$ cat src/rtl/logic_unit_pkg.sv
// logic_unit_pkg: opcode width and bitwise opcode encodings shared by the logic unit
package logic_unit_pkg;
  localparam int OPW = 3;
  localparam logic [OPW-1:0] OP_AND   = 3'b000;
  localparam logic [OPW-1:0] OP_OR    = 3'b001;
  localparam logic [OPW-1:0] OP_XOR   = 3'b010;
  localparam logic [OPW-1:0] OP_NOTA  = 3'b011;
  localparam logic [OPW-1:0] OP_NAND  = 3'b100;
  localparam logic [OPW-1:0] OP_NOR   = 3'b101;
  localparam logic [OPW-1:0] OP_XNOR  = 3'b110;
  localparam logic [OPW-1:0] OP_PASSB = 3'b111;
endpackage

$ cat src/rtl/logic_unit_core.sv
// logic_unit_core: combinational bitwise op with zero and odd-parity flags
module logic_unit_core import logic_unit_pkg::*; #(
  parameter int WIDTH = 8
) (
  input  logic [WIDTH-1:0] x,
  input  logic [WIDTH-1:0] b,
  input  logic [OPW-1:0]   sel,
  output logic [WIDTH-1:0] f,
  output logic             zero,
  output logic             parity
);
  always_comb begin
    f = sel == OP_AND  ? x & b :
        sel == OP_OR   ? x | b :
        sel == OP_XOR  ? x ^ b :
        sel == OP_NOTA ? ~x :
        sel == OP_NAND ? ~(x & b) :
        sel == OP_NOR  ? ~(x | b) :
        sel == OP_XNOR ? ~(x ^ b) : b;
    zero = ~|f;
    parity = ^f;
  end
endmodule

$ cat src/rtl/logic_unit_pipe.sv
// logic_unit_pipe: two-stage valid/ready bitwise logic unit with result accumulator
module logic_unit_pipe import logic_unit_pkg::*; #(
  parameter int WIDTH = 8,
  parameter int OPW   = logic_unit_pkg::OPW
) (
  input  logic             clk,
  input  logic             rst_n,
  input  logic [WIDTH-1:0] A,
  input  logic [WIDTH-1:0] B,
  input  logic [OPW-1:0]   Sel,
  input  logic             Acc_en,
  input  logic             acc_clr,
  input  logic             in_valid,
  output logic             in_ready,
  output logic [WIDTH-1:0] F,
  output logic             Zero,
  output logic             Parity,
  output logic             out_valid,
  input  logic             out_ready
);
  logic [WIDTH-1:0] a_q, a_d, b_q, b_d, f_q, f_d, acc_q, acc_d, x, core_f;
  logic [OPW-1:0] sel_q, sel_d;
  logic acc_en_q, acc_en_d, s1_valid_q, s1_valid_d, zero_q, zero_d, parity_q, parity_d;
  logic out_valid_q, out_valid_d, core_zero, core_parity;
  logic s2_adv, s1_adv, in_xfer, s2_load;
  assign x = acc_en_q ? acc_q : a_q;
  logic_unit_core #(.WIDTH(WIDTH)) u_core (
    .x(x), .b(b_q), .sel(sel_q), .f(core_f), .zero(core_zero), .parity(core_parity)
  );
  always_comb begin
    s2_adv = !out_valid_q | out_ready;
    s1_adv = !s1_valid_q | s2_adv;
    in_ready = s1_adv & rst_n;
    in_xfer = in_valid & in_ready;
    s2_load = s2_adv & s1_valid_q;
    a_d = in_xfer ? A : a_q;
    b_d = in_xfer ? B : b_q;
    sel_d = in_xfer ? Sel : sel_q;
    acc_en_d = in_xfer ? Acc_en : acc_en_q;
    s1_valid_d = s1_adv ? in_xfer : s1_valid_q;
    out_valid_d = s2_adv ? s1_valid_q : out_valid_q;
    f_d = s2_load ? core_f : f_q;
    zero_d = s2_load ? core_zero : zero_q;
    parity_d = s2_load ? core_parity : parity_q;
    acc_d = acc_clr ? '0 : s2_load ? core_f : acc_q;
  end
  always_ff @(posedge clk) begin
    if (!rst_n) begin
      a_q <= '0;
      b_q <= '0;
      sel_q <= '0;
      acc_en_q <= 1'b0;
      s1_valid_q <= 1'b0;
      f_q <= '0;
      zero_q <= 1'b0;
      parity_q <= 1'b0;
      out_valid_q <= 1'b0;
      acc_q <= '0;
    end else begin
      a_q <= a_d;
      b_q <= b_d;
      sel_q <= sel_d;
      acc_en_q <= acc_en_d;
      s1_valid_q <= s1_valid_d;
      f_q <= f_d;
      zero_q <= zero_d;
      parity_q <= parity_d;
      out_valid_q <= out_valid_d;
      acc_q <= acc_d;
    end
  end
  assign F = f_q;
  assign Zero = zero_q;
  assign Parity = parity_q;
  assign out_valid = out_valid_q;
endmodule
$ cat config.mk
export PLATFORM = sky130hd
export DESIGN_NAME = logic_unit_pipe
export DESIGN_NICKNAME = d
export VERILOG_FILES = /design/src/rtl/logic_unit_pkg.sv /design/src/rtl/logic_unit_core.sv /design/src/rtl/logic_unit_pipe.sv
export SDC_FILE = /design/constraint.sdc
export NUM_CORES = 1
export LEC_CHECK = 0
export ABC_AREA = 1
export BUFFER_PORTS_ARGS = -buffer_cell sky130_fd_sc_hd__buf_2
export CORE_ASPECT_RATIO = 1.1
export CORE_UTILIZATION = 45
export DETAILED_ROUTE_END_ITERATION = 6
export GPL_ROUTABILITY_DRIVEN = 0
export SYNTH_ARGS = -nofsm -noshare
export SYNTH_HDL_FRONTEND = slang
export SYNTH_HIERARCHICAL = 1
export SYNTH_SLANG_ARGS = --single-unit
$ cat constraint.sdc
create_clock -name clk -period 3.4 [get_ports clk]
set_input_delay 0.51 -clock clk [delete_from_list [all_inputs] [get_ports clk]]
set_output_delay 0.51 -clock clk [all_outputs]
set_load 0.01 [all_outputs]
==> results.toml <==
[pwr]
leakage_uw = 0.001704
ir_worst_vdd_uv = 282.1
power.density_mw_per_mm2 = 400.8
power_uw = 1279

[cells_and_area]
n_antenna_cell = 0
syn_to_final_growth_pct = 10.06
drive_gt1_share_pct = 17.12
fillCellCount = 682
fin_nets = 517

[setup_path]
startpoint = "acc_en_q"
crit_path_max_fanout = 9
slowest_delay_ns = 0.54
path_cells = "mux2_2 > inv_1 > ha_1 > nand4_1 > nand3_1 > nand2_1 > nand2_1 > nand2_1 > nand2_1 > a21oi_2 > inv_2 > ha_1 > xor2_1 > xnor2_1 > nand3b_1 > nand2_1 > nor2_1"
r2r-start = "acc_en_q"
endpoint_kind = "flop"
cp-start-kind = "flop"
slowest_stage = "dfxtp_1"
cp_data_required_time_ns = 3.60
critPathMostFrequentCell = "nand2_1"
arrival_ns = 3.01
path_class = "flop to flop"

[global_route]
grt_usage_pct = 23.47
first_global_vias = 2590
grt_max_degree = 23
grt_overflow = 0
grt_pass1_wl_um = 12480
antenna_found_initial = 0

[clock_network]
ctsHoldBuffers = 0
post_cts_resized = 0
clock_path_buffers = 2
cts_buffers = 5
cts_tree = "yes"
htreeDepth = 2
clock_latency_ns = 0.30
cts_root_buf = "clkbuf_8"
clk_pin_slew_ns = 0.08
postCtsSetupBuffers = 0
cts_sinks = 40

[synth]
syn_area_mm2 = 0.002899
yosysMostFrequentCell = "nand2_1"
synth_top_cell_by_area = "dfxtp_1"
yosysSeqAreaShare_pct = 27.62
synthSimpleGateAreaFrac_pct = 34.96
synth-compound-area-share_pct = 10.62
synth_fa_ha_area_share_pct = 8.632
avgSynthCellArea_um2 = 6.500
synth_mux_area_share_pct = 3.107
synth.top_cell.area_share_pct = 27.62
yosysWarnings = 6
ys_types = 30
synth_edf_count = 0
async_flop_share_pct = 0
synth_ff_type = "dfxtp_1"
synth_cells = 446
synth_common_cells = "147 x nand2_1, 65 x inv_1, 40 x dfxtp_1"
syn-num-nets = 491
synth.area.top_cells = "dfxtp_1 28%, nand2_1 19%, ha_1 8.6%, inv_1 8.4%, nand4_1 6.0%"
synth_seq_cells = 40
synth_top_family_by_area = "simple AND/OR/NAND/NOR gates"
synth_xor_area_share_pct = 0.9063

[sta]
setup_viol = 0
grt_setup_unrepaired = "no"
finalMaxSlewViolations = 0
setup_ws_ns = 0.5881
worstMarginPinSlew_ns = 0.8046
period_share_pct = 82.70
finalCriticalPeriod_ns = 2.812
fin_tns_setup_ns = 0
relSlewSlack_pct = 46.21
clock_skew_ns = 0.003166
final_hold_viol_count = 0
max_clock_freq_ghz = 0.3556

[detailed_routing]
first_iter_violations = 156
first_pass_iters = 4
routed_via_density = 5.047
wirelength_um = 7383
wl_per_cell_um = 13.35
drtAntennaViolNets = 0
drc = 0
vias = 2791

[worst_hold_path]
min-delay-start = "A[0]"
hold_class = "input port to flop"

[floorplanning]
core_mm2 = 0.006193
fp.dieH_um = 86.18
start_util_pct = 46.81
num_io_pins = 37
rows = 30
fp.dieW_um = 78.53
die_area_mm2 = 0.006768

[place]
pre_cts_ws_ns = 0.6344
dp_hpwl_um = 5468
io_buffer_count = 36

[status]
status = "complete, no violations"

[flow_run]
max_cap_violations = 0
==> path summary, 6_finish.rpt <==
| kind | end | slack [ns] | cells past startpoint |
|---|---|---|---|
| setup / recovery | Parity | 0.59 | 17 |
| hold / removal | a_q[0] | 0.45 | 3 |
| setup reg to reg | Parity | 0.59 | 17 |
| hold reg to reg | F[3] | 0.46 | 2 |
==> per-layer routing <==
layer	wire [um]	vias to the layer above	global-route usage (%)
li1	-	1470	-
met1	3588	1243	32.97
met2	3339	67	37.71
met3	345	11	3.158
met4	109	0	6.061
met5	0	-	0
==> stage by stage <==
stage,utilization [%],cell area [um2],hold slack (ns),instances
after global routing,51.52,3191,0.4523,553
after floorplan,-,2899,0.4444,446
after detailed placement,49.72,3079,0.4502,545
after CTS,51.52,3191,0.4429,553
after global placement,49.72,3079,0.4487,545
final,51.52,3191,0.4493,553
==> final cells by class <==
type                       instances  area (um2)  area share (%)
tap                               80       100.1           3.137
sequential                        40       800.8           25.10
timing repair buffer              42       225.2           7.059
inverter                          70       265.3           8.314
multi-input combinational        313        1688           52.90
clock buffer                       5       68.82           2.157
clock inverter                     3       42.54           1.333
==> critical path, delay by kind of cell, from the launching register on <==
kind / cells / cell delay (ns)
AOI/OAI and AO/OA: 1 / 0.17
xor gates and xnor gates: 2 / 0.28
adders and majority gates: 2 / 0.53
buffers and inverters: 2 / 0.11
DFF: 1 / 0.54
muxes: 1 / 0.40
and+or+nand+nor: 9 / 0.69
==> kinds of logic (layout without fill, tap and decap cells) <==
| group | count (synthesis) | after routing |
|---|---|---|
| AOI/OAI and AO/OA | 51 | 51 |
| xor gates and xnor gates | 3 | 3 |
| adders and majority gates | 20 | 20 |
| buffers and inverters | 93 | 120 |
| DFF | 40 | 40 |
| muxes | 8 | 8 |
| and+or+nand+nor | 231 | 231 |
==> registers in the layout, summed over array words and instances (netlist names) <==
name,flops
a_q,8
acc_en_q,1
sel_q,3
acc_q,8
Zero,1
s1_valid_q,1
F,8
out_valid,1
b_q,8
Parity,1
==> where the power goes <==
group / total (uW) / switching [uW] / internal, uW
Combinational: 362 / 217 / 145
Sequential: 522 / 25.6 / 496
Clock: 395 / 177 / 217
==> cells in the final DEF (no fill, tap or decap) <==
master      netlist  final
nand2_1         147    147
inv_1            65     65
dfxtp_1          40     40
buf_2            11     36
nand4_1          28     28
a21oi_1          26     26
nor2_1           23     23
nand3_1          22     22
ha_1             20     20
a21oi_2          10     10
o21ai_0           9      9
mux2_2            8      8
buf_4             6      6
clkbuf_8          0      5
inv_2             4      4
o211ai_1          3      3
or2_2             3      3
nand3b_1          2      2
a21boi_1          2      2
xnor2_1           2      2
nand2_2           1      1
or2_1             1      1
clkinv_2          0      1
clkinvlp_4        0      1
bufinv_16         0      1
nand3_2           1      1
nor2_4            1      1
nor2_2            1      1
nor3_4            1      1
inv_4             1      1
a21boi_0          1      1
xor2_1            1      1
Note: power is estimated with default switching activity, not from simulation.
